### src/rtl/cnt_timer_ctrl.sv
// cnt_timer_ctrl: turns a programmed period into a counter preload and issues one-shot or periodic expiry ticks.
// Optional macro CNT_TIMER_CTRL_TICK_COUNT_EN adds a saturating tick_count output.
module cnt_timer_ctrl #(
  parameter int WIDTH = 8
) (
  input  logic             clk,
  input  logic             rst_n,
  input  logic             cfg_valid,
  input  logic [WIDTH-1:0] cfg_period,
  output logic             cfg_ready,
  input  logic             mode_periodic,
  input  logic             start,
  input  logic             stop,
  input  logic [WIDTH-1:0] cnt_in,
  output logic             cnt_load,
  output logic [WIDTH-1:0] cnt_data_load,
  output logic             tick,
  output logic             busy,
  output logic             err
`ifdef CNT_TIMER_CTRL_TICK_COUNT_EN
  ,
  output logic [15:0]      tick_count
`endif
);
  localparam logic [1:0] IDLE = 2'd0;
  localparam logic [1:0] LOAD = 2'd1;
  localparam logic [1:0] RUN  = 2'd2;
  logic [1:0]       state, state_nx;
  logic [WIDTH-1:0] period_q;
  logic             mode_q, err_q, cfg_hs, go, expiry;
  assign cfg_ready     = state == IDLE;
  assign busy          = state != IDLE;
  assign cfg_hs        = cfg_valid && cfg_ready;
  assign go            = cfg_ready && start && period_q != '0;
  assign expiry        = state == RUN && cnt_in == '1;
  assign tick          = expiry;
  assign err           = err_q;
  // Counting up from 2^WIDTH - period reaches all ones after exactly period cycles.
  assign cnt_data_load = {WIDTH{1'b0}} - period_q;
  assign cnt_load      = state == LOAD || (expiry && mode_q && !stop);
  always_comb begin
    state_nx = state == IDLE ? (go ? LOAD : IDLE) :
               state == LOAD ? (stop ? IDLE : RUN) :
               state == RUN  ? ((stop || (expiry && !mode_q)) ? IDLE : RUN) : IDLE;
  end
  always_ff @(posedge clk or negedge rst_n) begin
    if (!rst_n) begin
      state    <= IDLE;
      period_q <= '0;
      mode_q   <= 1'b0;
      err_q    <= 1'b0;
    end else begin
      state <= state_nx;
      if (cfg_hs && cfg_period != '0) period_q <= cfg_period;
      if (go) mode_q <= mode_periodic;
      err_q <= (cfg_hs && cfg_period == '0) || (cfg_ready && start && period_q == '0);
    end
  end
`ifdef CNT_TIMER_CTRL_TICK_COUNT_EN
  always_ff @(posedge clk or negedge rst_n) begin
    if (!rst_n) tick_count <= '0;
    else if (go) tick_count <= '0;
    else if (tick && tick_count != 16'hFFFF) tick_count <= tick_count + 16'd1;
  end
`endif
endmodule
### config.mk
export PLATFORM = sky130hd
export DESIGN_NAME = cnt_timer_ctrl
export DESIGN_NICKNAME = d
export VERILOG_FILES = /design/src/rtl/cnt_timer_ctrl.sv
export SDC_FILE = /design/constraint.sdc
export NUM_CORES = 1
export LEC_CHECK = 0
export CORE_UTILIZATION = 41
export DETAILED_ROUTE_END_ITERATION = 8
export GPL_TIMING_DRIVEN = 0
export PLACE_DENSITY = 0.85
export REMOVE_ABC_BUFFERS = 1
export SYNTH_ARGS = -nofsm -noshare
export SYNTH_HDL_FRONTEND = slang
export SYNTH_SLANG_ARGS = --single-unit
### constraint.sdc
create_clock -name clk -period 3.25 [get_ports clk]
set_input_delay 0.325 -clock clk [delete_from_list [all_inputs] [get_ports clk]]
set_output_delay 0.325 -clock clk [all_outputs]
set_load 0.05 [all_outputs]
After elaboration in Yosys (flattened, before gate mapping)
Index checks and enable logic that the tools add are counted.
Widths: inputs -> output; s select.
{"block": "totals", "ram_bits": 0, "latchBits": 0, "n_memories": 0, "out_inout_bits": 13, "input_bits": 22, "wordCells": 35, "register_bits": 12, "mem_bits_ro": 0}
{"block": "op_classes", "addsub": 1, "mul": 0, "n_eq_ne": 3, "n_bitwise": 0, "muxes": 6, "n_div": 0, "n_shift": 0, "reduce_logical": 21, "magnitude_cmp": 0}
{"cell": "$logic_not 8->1", "count": 2}
{"cell": "$reduce_bool 8->1", "count": 2}
{"cell": "$logic_and 1x1->1", "count": 10}
{"cell": "$mux 2", "count": 5}
{"cell": "$eq 8x8->1 const B", "count": 1}
{"cell": "$sub 1x8->8 const A", "count": 1}
{"cell": "$logic_or 1x1->1", "count": 3}
{"cell": "$eq 2x1->1 const B", "count": 1}
{"cell": "$eq 2x2->1 const B", "count": 1}
{"cell": "$logic_not 1->1", "count": 2}
{"cell": "$logic_not 2->1", "count": 1}
{"cell": "$reduce_bool 2->1", "count": 1}
{"cell": "$mux 1", "count": 1}

Depth between registers and ports, before layout
{"block": "logic_depth", "ltp_word": 8, "ltp_mapped": 5, "mapped_depth_nobuf": 5}

Least setup slack after synthesis
OpenSTA, ideal clock, no wires.
{"block": "synth_timing", "kind": "in2out", "from": "input port cnt_in[6]", "to": "output port cnt_load", "path_buffers": 0, "path_stages": 3, "setup_slack_ns": 0.668, "required_ns": 2.925, "arrival_ns": 2.257, "cell_sequence": "nand4_1 > or2_1 > o41ai_1"}
{"block": "synth_via", "elab_chain_len": 5}
{"element": "from (decl)", "line": "14", "rtl": "input logic [WIDTH-1:0] cnt_in,"}
{"element": "$eq 8x8->1", "line": "35", "rtl": "assign expiry = state == RUN && cnt_in == '1;"}
{"element": "$logic_and 1x1->1", "line": "35"}
{"element": "$logic_and 1x1->1 (2 in series)", "line": "40", "rtl": "assign cnt_load = state == LOAD || (expiry && mode_q && !stop);"}
{"element": "$logic_or 1x1->1", "line": "40"}
{"element": "to (decl)", "line": "15", "rtl": "output logic cnt_load,"}
No other way between the ends.

Worst setup path after layout
{"block": "layout_timing", "from": "register period_q[2]", "to": "output port cnt_data_load[7]"}
{"block": "layout_via", "elab_chain_len": 1}
{"element": "from (decl)", "line": "29", "rtl": "logic [WIDTH-1:0] period_q;"}
{"element": "from (signal assigned)", "line": "54", "rtl": "if (cfg_hs && cfg_period != '0) period_q <= cfg_period;"}
{"element": "$sub 1x8->8", "line": "39", "rtl": "assign cnt_data_load = {WIDTH{1'b0}} - period_q;"}
{"element": "to (decl)", "line": "16", "rtl": "output logic [WIDTH-1:0] cnt_data_load,"}
No other way between the ends.

==> qor.txt <==
Filler cells - 136
Leading cell types in the layout, fill and taps excluded - clkdlybuf4s50_1 (34), dfrtp_1 (12), a22o_1 (8), xnor2_1 (5), inv_1 (5)
Worst Path Required - 2.92 ns
Synthesis Warnings - 0
Post-DP HPWL - 1250 um
Antenna cells - 0
Register area share after synthesis - 0.445
Switching portion of total power - 0.484
Crit path DAT - 2.40 ns
Status - complete, no violations
Overflow after GRT - 0
Metal-1 WL - 649 um
R2r setup slk - 1.68 ns
Num CTS Buffers - 3
Pin slew with the least headroom to its limit - 0.521 ns
Post-Route Setup TNS - 0 ns
Layout cell share with drive strength beyond 1 - 0.0918
Clk_skew - 0.00755 ns
Final setup violation count - 0
Final hold viol count - 0
DIE WIDTH - 42.6 um
Reg2Reg Launch Point - state[1]
Internal power - 0.463 mW
R2R depth - 3
CTS tree - yes
Clock Latency Late Sink - 0.27 ns
Initial antenna violation count - 0
Wire per inst - 13.6 um
Max-slew headroom - 0.652
Crit. Startpoint - period_q[2]
Port Buffers - 34
First-pass GRT wire length - 2560 um
Boundary Pins - 35
Startpoint types - flop
Fin. max-slew vios - 0
CTS H-tree depth - 1
Routability cong. - 0.772
RSZ-0062 raised after global routing - false
Via count - 633
Flops & latches, synth - 12
Switch Pwr - 0.435 mW
Worst-path clk slew - 0.08 ns
Detailed router's first-iteration violation count - 15
Pwr dens - 853 nW/um^2
Clk buf depth - 2
Top sig layer - met4
Routed wire length - 1560 um
CTS root buf - clkbuf_4
Full die area - 1810 um^2
Maxcap violations - 0
Min Hold Slack - 0.387 ns
Crit path kind - flop to output port
Synth Cell Area - 674 um^2
Vias in the first global route - 589
Clock share of power - 0.133
# resized after CTS - 0
Placed cell count - 110
Detailed Routing Iterations Pass 1 - 4
Pin count of the biggest net entering global routing - 13
GRT Overall Usage - 0.192
Fin nets - 122
Worst setup EP type - output port
CORE AREA - 1520 um^2
Placement Setup Slack - 0.672 ns
Area Overhead vs Synth - 56.0%
Leakage - 0.428 nW
Syn_area_per_cell - 10.9 um^2
Avg Vias per Cell - 5.55
Post-synth cell types - 28
Syn Inst Count - 62
Sink Count - 12
Final min period - 2.73 ns
Post CTS Setup Buffer Count - 0
Row cnt - 14
Antenna-violating nets left - 0
Hold Crit Class - input pin to async pin
Commonest non-fill, non-tap cell in the layout - clkdlybuf4s50_1
DR DRC count - 0
Final worst-path setup slack - 0.524 ns
Die Y - 42.6 um
Post-CTS Hold Fix Bufs - 0
Maximum clock frequency - 367 MHz
Post-Layout Cell Count - 114
Crit path max fanout - 5
Initial Utilization - 0.443
Reg2reg end - period_q[5]
Met3 routed WL - 87 um
Logic pwr share - 0.595
Seq pwr share - 0.272
Max VDD drop - 0.000530 V
Metal2 WL - 804 um
Crit share post-route - 0.839
worst max-delay path: stages, from the launching register on:
cell             delay, ns
dfrtp_1               0.44
or4_4                 0.54
nor4_2                0.18
xnor2_1               0.15
clkdlybuf4s50_1       0.81
cell type report:
type / count / area (um^2) / area share
Multi-Input combinational cell: 43 / 337 / 0.320
Clock buffer: 4 / 36.3 / 0.0345
Inverter: 5 / 18.8 / 0.0178
Sequential cell: 12 / 300 / 0.285
Timing Repair Buffer: 34 / 340 / 0.323
Tap cell: 16 / 20.0 / 0.0190
how the worst max path moves through the flow:
stage / end / slack [ns]
2_1_floorplan: cnt_load / 0.67
3_3_place_gp: cnt_load / 0.70
3_5_place_dp: cnt_load / 0.67
4_1_cts: cnt_data_load[7] / 0.51
5_1_grt: cnt_data_load[7] / 0.44
6_report: cnt_data_load[7] / 0.52
Yosys cell counts:
master    number  area [um^2]
nand4_1        2         12.5
mux2_1         1         11.3
o21ai_1        1         5.00
nor3b_2        1         12.5
a21oi_1        1         5.00
nor3_1         1         5.00
ha_1           1         12.5
nand3_1        1         5.00
a22o_1         8         70.1
o41ai_1        1         8.76
nand2_1        3         11.3
buf_6          1         11.3
nor4_2         1         12.5
or3b_1         1         8.76
or4_4          1         11.3
inv_1          5         18.8
nor3b_4        1         18.8
dfrtp_1       12          300
buf_4          1         7.51
a21bo_1        1         10.0
nor2_1         4         15.0
or2_1          1         6.26
o311ai_0       1         8.76
xnor2_1        5         43.8
nand2b_1       1         6.26
nor4_1         3         18.8
xor2_1         1         8.76
a21oi_2        1         8.76
cell families after synthesis:
family                     share of synthesized area
buffers and inverters                         0.0557
DFF                                            0.445
muxes                                         0.0167
AOI/OAI and AO/OA                              0.173
adders and majority gates                     0.0185
and+or+nand+nor                                0.213
xor gates and xnor gates                      0.0779
registers in the layout, summed over array words and instances (netlist names):
name      count
err           1
state         2
period_q      8
mode_q        1
power groups by stage:
stage	logic (mW)	registers (mW)	clock network, mW
after floorplan	0.354	0.249	0
after global placement	0.528	0.244	0
after detailed placement	0.536	0.245	0
after CTS	0.539	0.243	0.122
after global routing	0.561	0.250	0.131
final	0.534	0.244	0.120
metrics by stage:
| step | instance area [um^2] | util | power, mW |
|---|---|---|---|
| after CTS | 1050 | 0.690 | 0.904 |
| after floorplan | 656 | - | 0.603 |
| after global placement | 1020 | 0.667 | 0.772 |
| final | 1050 | 0.690 | 0.898 |
| after detailed placement | 1020 | 0.667 | 0.781 |
| after global routing | 1050 | 0.690 | 0.942 |
routing by layer:
metal | global-route usage | up-vias
met1 | 0.227 | 300
met3 | 0.0431 | 2
met5 | 0 | -
met2 | 0.335 | 27
li1 | - | 304
met4 | 0.0750 | 0
(Power assumes the default switching activity.)
